## config.mk

```make
export PLATFORM = sky130hd
export DESIGN_NAME = spi_bus_arbiter
export DESIGN_NICKNAME = d
export VERILOG_FILES = /design/src/rtl/spi_bus_arbiter.sv
export SDC_FILE = /design/constraint.sdc
export NUM_CORES = 1
export LEC_CHECK = 0
export BUFFER_PORTS_ARGS = -buffer_cell sky130_fd_sc_hd__buf_2
export CAP_MARGIN = 20
export CELL_PAD_IN_SITES_DETAIL_PLACEMENT = 0
export CELL_PAD_IN_SITES_GLOBAL_PLACEMENT = 1
export CORE_AREA = 2 2 73 75
export CTS_CLUSTER_DIAMETER = 30
export DETAILED_ROUTE_END_ITERATION = 8
export DIE_AREA = 0 0 75 77
export PLACE_DENSITY_LB_ADDON = 0.1
export SYNTH_ARGS = -nofsm -noshare
export SYNTH_HDL_FRONTEND = slang
export SYNTH_SLANG_ARGS = --single-unit
```

## constraint.sdc

```tcl
create_clock -name clk -period 2.1 [get_ports clk]
set_input_delay 0.105 -clock clk [delete_from_list [all_inputs] [get_ports clk]]
set_output_delay 0.105 -clock clk [all_outputs]
set_load 0.005 [all_outputs]
```

## src/rtl/spi_bus_arbiter.sv

```systemverilog
// Round-robin arbiter sharing one SPIMaster byte engine between requester A (SD card)
// and requester B (SPI flash), framing each owner's chip select with setup and hold delays.
module spi_bus_arbiter #(
  parameter int unsigned CS_SETUP_CYCLES = 2,
  parameter int unsigned CS_HOLD_CYCLES  = 2
) (
  input  logic       clk,
  input  logic       reset,

  input  logic       a_req,
  output logic       a_grant,
  input  logic       a_xfer_start,
  input  logic [7:0] a_tx_data,
  input  logic [8:0] a_divider,
  output logic       a_xfer_complete,

  input  logic       b_req,
  output logic       b_grant,
  input  logic       b_xfer_start,
  input  logic [7:0] b_tx_data,
  input  logic [8:0] b_divider,
  output logic       b_xfer_complete,

  input  logic [7:0] rx_data_in,
  output logic [7:0] rx_data,
  output logic [1:0] cs_n,

  output logic       m_xfer_start,
  output logic [7:0] m_tx_data,
  output logic [8:0] m_divider,
  input  logic       m_xfer_complete
);

  localparam int unsigned CNT_MAX = (CS_SETUP_CYCLES > CS_HOLD_CYCLES) ? CS_SETUP_CYCLES
                                                                       : CS_HOLD_CYCLES;
  localparam int unsigned CNT_W   = (CNT_MAX < 1) ? 1 : $clog2(CNT_MAX + 1);
  localparam int unsigned SETUP_LAST_I = (CS_SETUP_CYCLES > 0) ? CS_SETUP_CYCLES - 1 : 0;
  localparam int unsigned HOLD_LAST_I  = (CS_HOLD_CYCLES > 0) ? CS_HOLD_CYCLES - 1 : 0;
  localparam logic [CNT_W-1:0] SETUP_LAST = CNT_W'(SETUP_LAST_I);
  localparam logic [CNT_W-1:0] HOLD_LAST  = CNT_W'(HOLD_LAST_I);

  // Owner encoding: 0 = A, 1 = B.
  localparam logic OWN_A = 1'b0;
  localparam logic OWN_B = 1'b1;

  typedef enum logic [2:0] {
    S_IDLE,
    S_SETUP,
    S_GRANTED,
    S_BUSY,
    S_HOLD
  } state_t;

  state_t           state_q, state_d;
  logic [CNT_W-1:0] cnt_q, cnt_d;
  logic             owner_q, owner_d;
  logic             last_owner_q, last_owner_d;
  logic [1:0]       cs_n_q, cs_n_d;
  logic             a_grant_q, a_grant_d;
  logic             b_grant_q, b_grant_d;
  logic             m_start_q, m_start_d;
  logic [7:0]       m_tx_q, m_tx_d;
  logic [8:0]       m_div_q, m_div_d;

  logic             pick;
  logic             own_req;
  logic             own_start;
  logic [7:0]       own_tx;
  logic [8:0]       own_div;
  logic             own_granted;

  // Owner-side views of the requester inputs.
  always_comb begin
    own_req     = (owner_q == OWN_B) ? b_req        : a_req;
    own_start   = (owner_q == OWN_B) ? b_xfer_start : a_xfer_start;
    own_tx      = (owner_q == OWN_B) ? b_tx_data    : a_tx_data;
    own_div     = (owner_q == OWN_B) ? b_divider    : a_divider;
    own_granted = a_grant_q | b_grant_q;
  end

  // Next-state and registered-output logic.
  always_comb begin
    state_d      = state_q;
    cnt_d        = cnt_q;
    owner_d      = owner_q;
    last_owner_d = last_owner_q;
    cs_n_d       = cs_n_q;
    a_grant_d    = a_grant_q;
    b_grant_d    = b_grant_q;
    m_start_d    = 1'b0;
    m_tx_d       = m_tx_q;
    m_div_d      = m_div_q;
    pick         = OWN_A;

    case (state_q)
      S_IDLE: begin
        if (a_req || b_req) begin
          // On a tie the requester that did not own the bus last time wins.
          pick         = (a_req && b_req) ? ~last_owner_q : b_req;
          owner_d      = pick;
          last_owner_d = pick;
          cs_n_d       = (pick == OWN_B) ? 2'b01 : 2'b10;
          cnt_d        = '0;
          state_d      = (CS_SETUP_CYCLES == 0) ? S_GRANTED : S_SETUP;
        end
      end

      S_SETUP: begin
        if (cnt_q == SETUP_LAST) begin
          state_d = S_GRANTED;
        end else begin
          cnt_d = cnt_q + CNT_W'(1);
        end
      end

      S_GRANTED: begin
        // The first GRANTED cycle only raises the grant; the owner acts once it sees it.
        if (!own_granted) begin
          a_grant_d = (owner_q == OWN_A);
          b_grant_d = (owner_q == OWN_B);
        end else if (own_start) begin
          m_start_d = 1'b1;
          m_tx_d    = own_tx;
          m_div_d   = own_div;
          state_d   = S_BUSY;
        end else if (!own_req) begin
          a_grant_d = 1'b0;
          b_grant_d = 1'b0;
          cnt_d     = '0;
          if (CS_HOLD_CYCLES == 0) begin
            cs_n_d  = 2'b11;
            state_d = S_IDLE;
          end else begin
            state_d = S_HOLD;
          end
        end
      end

      S_BUSY: begin
        if (m_xfer_complete) begin
          state_d = S_GRANTED;
        end
      end

      S_HOLD: begin
        if (cnt_q == HOLD_LAST) begin
          cs_n_d  = 2'b11;
          state_d = S_IDLE;
        end else begin
          cnt_d = cnt_q + CNT_W'(1);
        end
      end

      default: begin
        state_d   = S_IDLE;
        cs_n_d    = 2'b11;
        a_grant_d = 1'b0;
        b_grant_d = 1'b0;
      end
    endcase
  end

  always_ff @(posedge clk) begin
    if (reset) begin
      state_q      <= S_IDLE;
      cnt_q        <= '0;
      owner_q      <= OWN_A;
      last_owner_q <= OWN_B;
      cs_n_q       <= 2'b11;
      a_grant_q    <= 1'b0;
      b_grant_q    <= 1'b0;
      m_start_q    <= 1'b0;
      m_tx_q       <= 8'hFF;
      m_div_q      <= 9'd0;
    end else begin
      state_q      <= state_d;
      cnt_q        <= cnt_d;
      owner_q      <= owner_d;
      last_owner_q <= last_owner_d;
      cs_n_q       <= cs_n_d;
      a_grant_q    <= a_grant_d;
      b_grant_q    <= b_grant_d;
      m_start_q    <= m_start_d;
      m_tx_q       <= m_tx_d;
      m_div_q      <= m_div_d;
    end
  end

  // Completion is forwarded in the same cycle, only to the owner of the byte in flight.
  always_comb begin
    a_xfer_complete = (state_q == S_BUSY) && m_xfer_complete && (owner_q == OWN_A);
    b_xfer_complete = (state_q == S_BUSY) && m_xfer_complete && (owner_q == OWN_B);
    rx_data         = rx_data_in;
  end

  assign a_grant      = a_grant_q;
  assign b_grant      = b_grant_q;
  assign cs_n         = cs_n_q;
  assign m_xfer_start = m_start_q;
  assign m_tx_data    = m_tx_q;
  assign m_divider    = m_div_q;

endmodule

```

==> flow_results.org <==
** Status
- Outcome :: completed

** Finish
- Total number of nets in the final design :: ~280
- In the final layout, flip-flops and latches occupy roughly 580 um^2.
- In the final layout, the share of cells above drive strength 1 is 35.4%.
- Filler cells :: 537
- Layout Utilization :: between 30 and 40%
- The number of antenna diodes in the final layout is 0.
- Multi-input gate area in the final layout :: around 790 um^2
- Synthesis-to-layout area growth :: 26.8%

** STA
- For the final routed database, the setup TNS stands at 0 ns.
- Setup slack of the critical path after layout :: between 0.2 and 0.25 ns
- Period utilisation layout :: 88.5%
- The worst path in the final design needs a cycle of approximately 1.9 ns, including I/O delays and setup.
- Slew of the pin with the lowest slew margin :: roughly 0.55 ns
- Measured against its own limit, the worst slew margin works out to between 60% and 70%.
- Timing would allow up to around 540 MHz.
- Clock Skews :: a little under 0.008 ns
- Count of final setup violators :: 0
- Number of hold violations in the final report :: 0
- RSZ-0062 raised after global routing :: false
- The number of pins with negative max-slew slack in the final report came to 0.

** Worst setup path
- Nature of the critical path endpoint :: register
- The number of cells on the worst reg-to-reg path is 3.
- End of the critical path :: m_tx_data[1]$_SDFFE_PP1P_
- Worst EP arrival :: roughly 2.0 ns
- Critical Path Fanout Max :: 17
- Type of the worst setup path :: reg2reg
- Reg-to-reg endpoint :: m_tx_data[1]$_SDFFE_PP1P_
- The critical path starts at state_q[2]$_SDFFE_PP0P_.
- STA classifies the critical path startpoint as a register.
- Setup slack on the worst reg-to-reg path comes out at 0.24 ns.
- Data required time of the worst path :: ~2.3 ns
- Origin of the critical flop-to-flop path :: state_q[2]$_SDFFE_PP0P_

** Placed design
- After legalization and detailed placement, the total HPWL measured approximately 3000 um.
- Setup slack after placement :: approximately 0.26 ns
- Input and output buffers added on the ports amount to 64.
- At the end of routability-driven placement, the weighted congestion stood at around 0.85.

** Synthesis
- For this run, asynchronously set or reset flops after synthesis account for 0%.
- Synth warnings :: 0
- Share of cell area taken by muxes after synthesis :: a little over an eighth
- The synthesized netlist occupies a cell area of about 0.0015 mm^2.
- Synthesized instance count :: between 150 and 200
- The most used flip-flop cell after synthesis is sky130_fd_sc_hd__dfxtp_1.
- After Yosys synthesis, XOR and XNOR cells account for less than 1% of the synthesized area.
- The synthesized design contains 29 register bits.
- After Yosys synthesis, and, or, nand and nor cells account for about 17% of the synthesized area.
- By area, the combinational part of the netlist is dominated by compound AO/OA/AOI/OAI gates.
- Count of distinct cell types in the synthesized netlist :: 35
- Syn nets :: between 200 and 250
- Sequential cell area fraction in the yosys report :: 38.4%
- A synthesized cell averages just under 9 um^2.
- The synthesized design contains 0 enable-type register cells.
- Fraction of the mapped netlist area in compound gates :: 20.1%
- Summing the areas of all fa, ha and maj instances in the mapped netlist gives 0.829% of the synthesized area.

** GRT
- The global routing stage identified its most utilized layer as met2.
- Global routing used between 10% and 20% of the available tracks.
- Entering global routing, the biggest net connects 30 pins.
- The total overflow left after global routing is 0.
- Met3 Use GR :: under 10%
- Initial antenna violation count :: 0
- GR met1 Demand/Resource :: roughly 17%
- For met2 alone, demand over resource in global routing was about a quarter.
- The first global-routing pass estimated about 6500 um of wire.
- The via count of the first global-routing pass is around 1,400.

** Floorplan
- Floorplan die area :: between 0.005 and 0.006 mm^2
- In this run the core area contains 26 standard-cell rows.
- Effective utilization at floorplan :: 30.3%
- Number of ports placed on the die boundary :: 81
- Floorplan Core Area :: between 0.004 and 0.005 mm^2
- Measured along the y axis, the die boundary spans roughly 77 um.
- In this run the horizontal extent of the chip is 75 um.

** Clock tree
- In this run, post-CTS repair resized a total of 0 instances.
- Number of levels the H-tree was split into :: 2
- Clock tree from TritonCTS :: yes
- Number of hold-repair buffers added at the cts stage :: 0
- After clock tree synthesis, the clock-pin slew on the worst setup and hold paths is around 0.070 ns.
- The longest clock path from root to sink contains 2 buffers.
- Buffers added to address setup during post-CTS repair amount to 0.
- The cell sitting at the root of the clock tree is a sky130_fd_sc_hd__clkbuf_8.
- Counting the buffers created by CTS gives 5.
- Clk_lat worst skew :: around 0.28 ns
- Number of clock sinks seen by CTS :: 29

** Route
- Number of vias after detailed routing :: roughly 1,500
- Routed Wire Length :: between 3000 and 4000 um
- Antenna-violating nets left :: 0
- Average vias per placed instance :: 4.86
- Drt first pass iters :: 4
- Detailed-route DRC error count :: 0
- Per-cell routed wire length :: roughly 13 um
- Violation count after the first detailed-route iteration :: roughly 90

** Job
- The tool flagged a number of max-cap violations equal to 0.

** Power and ir drop
- Worst IR drop on VDD :: approximately 0.00027 V
- Power density of the placed cells :: 668 mW/mm^2
- Leak Pwr :: 0.778 nW
- Power Total :: between 1 and 1.5 mW

** Hold path
- Worst hold path class :: in2reg
-- registers in the layout, summed over array words and instances (netlist names) --
| name | cells |
|---|---|
| m_divider | 9 |
| m_tx_data | 8 |
| state_q | 3 |
| cnt_q | 2 |
| cs_n | 2 |
| a_grant | 1 |
| b_grant | 1 |
| last_owner_q | 1 |
| m_xfer_start | 1 |
| owner_q | 1 |
-- layout by cell type, fill, tap and decap left out, types with 2 or more instances in the layout --
cell type,count
sky130_fd_sc_hd__o21bai_1,2
sky130_fd_sc_hd__inv_1,2
sky130_fd_sc_hd__a21oi_1,9
sky130_fd_sc_hd__buf_4,7
sky130_fd_sc_hd__dfxtp_1,29
sky130_fd_sc_hd__a211oi_1,10
sky130_fd_sc_hd__buf_2,64
sky130_fd_sc_hd__clkbuf_8,5
sky130_fd_sc_hd__nor3_1,3
sky130_fd_sc_hd__or2_2,2
sky130_fd_sc_hd__and3_1,2
sky130_fd_sc_hd__o41ai_1,2
sky130_fd_sc_hd__clkbuf_1,3
sky130_fd_sc_hd__a211o_1,8
sky130_fd_sc_hd__nand2b_1,2
sky130_fd_sc_hd__mux2i_1,20
sky130_fd_sc_hd__nand3_1,3
sky130_fd_sc_hd__or3_1,3
sky130_fd_sc_hd__nor2_1,32
sky130_fd_sc_hd__nor3b_1,2
sky130_fd_sc_hd__o21ai_0,6
-- area by class of cell --
cell class                      count  area share, %
Inverter                            2          0.392
Sequential cell                    29           30.3
Timing Repair Buffer               71           19.5
Multi-Input combinational cell    119           41.0
Clock buffer                        8           4.18
Tap cell                           70           4.58
-- cell usage after synthesis (3+ instances only) --
library cell | instances | area, um^2
sky130_fd_sc_hd__or3_1 | 3 | 18.8
sky130_fd_sc_hd__dfxtp_1 | 29 | 581
sky130_fd_sc_hd__a21oi_1 | 9 | 45.0
sky130_fd_sc_hd__a211o_1 | 8 | 70.1
sky130_fd_sc_hd__nor3_1 | 3 | 15.0
sky130_fd_sc_hd__mux2i_1 | 20 | 200
sky130_fd_sc_hd__buf_4 | 9 | 67.6
sky130_fd_sc_hd__buf_6 | 3 | 33.8
sky130_fd_sc_hd__nor2_1 | 32 | 120
sky130_fd_sc_hd__nand3_1 | 3 | 15.0
sky130_fd_sc_hd__o21ai_0 | 6 | 30.0
sky130_fd_sc_hd__a211oi_1 | 10 | 75.1
sky130_fd_sc_hd__clkbuf_1 | 6 | 22.5
-- cells by family (layout without fill, tap and decap cells) --
logic type,after synthesis,after routing
multiplexers,20,20
buffers and inverters,23,81
XOR/XNOR,1,1
flip-flops,29,29
AND/OR/NAND/NOR,54,54
adder cells (fa/ha/maj),1,1
AO/OA/AOI/OAI,43,43
-- worst min path at each step --
stage / cells after the start / start / to
after global routing: 4 / m_xfer_complete / state_q[0]$_SDFFE_PP0P_
after global placement: 0 / rx_data_in[1] / rx_data[1]
final: 4 / m_xfer_complete / state_q[0]$_SDFFE_PP0P_
after detailed placement: 0 / rx_data_in[1] / rx_data[1]
after CTS: 4 / m_xfer_complete / state_q[0]$_SDFFE_PP0P_
after floorplan: 2 / b_req / last_owner_q$_SDFFE_PP1P_
-- where the power goes --
part	total (mW)	switching [mW]	internal (mW)	leakage [nW]
combinational	0.247	0.130	0.117	0.503
clock	0.449	0.214	0.235	0.0395
sequential	0.583	0.0129	0.570	0.235
total	1.28	0.357	0.922	0.778
-- layer usage --
metal	wire length [um]	vias to the layer above
li1	-	720
met1	1690	681
met2	1970	48
met3	234	5
met4	65	0
met5	0	-
-- per-stage QoR --
step,hold slack (ns),area (um^2),instances
2_1_floorplan,0.274,1510,171
3_3_place_gp,0.210,1830,291
3_5_place_dp,0.210,1830,291
4_1_cts,0.137,1910,299
5_1_grt,0.161,1910,299
6_report,0.144,1910,299
-- critical path, cell delays in order (launching register included) --
cell                      delay [ns]
sky130_fd_sc_hd__dfxtp_1        0.32
sky130_fd_sc_hd__or3b_4         0.42
sky130_fd_sc_hd__or3_1          0.62
sky130_fd_sc_hd__a211o_1        0.37
No activity file was read; power rests on OpenSTA's default activity.
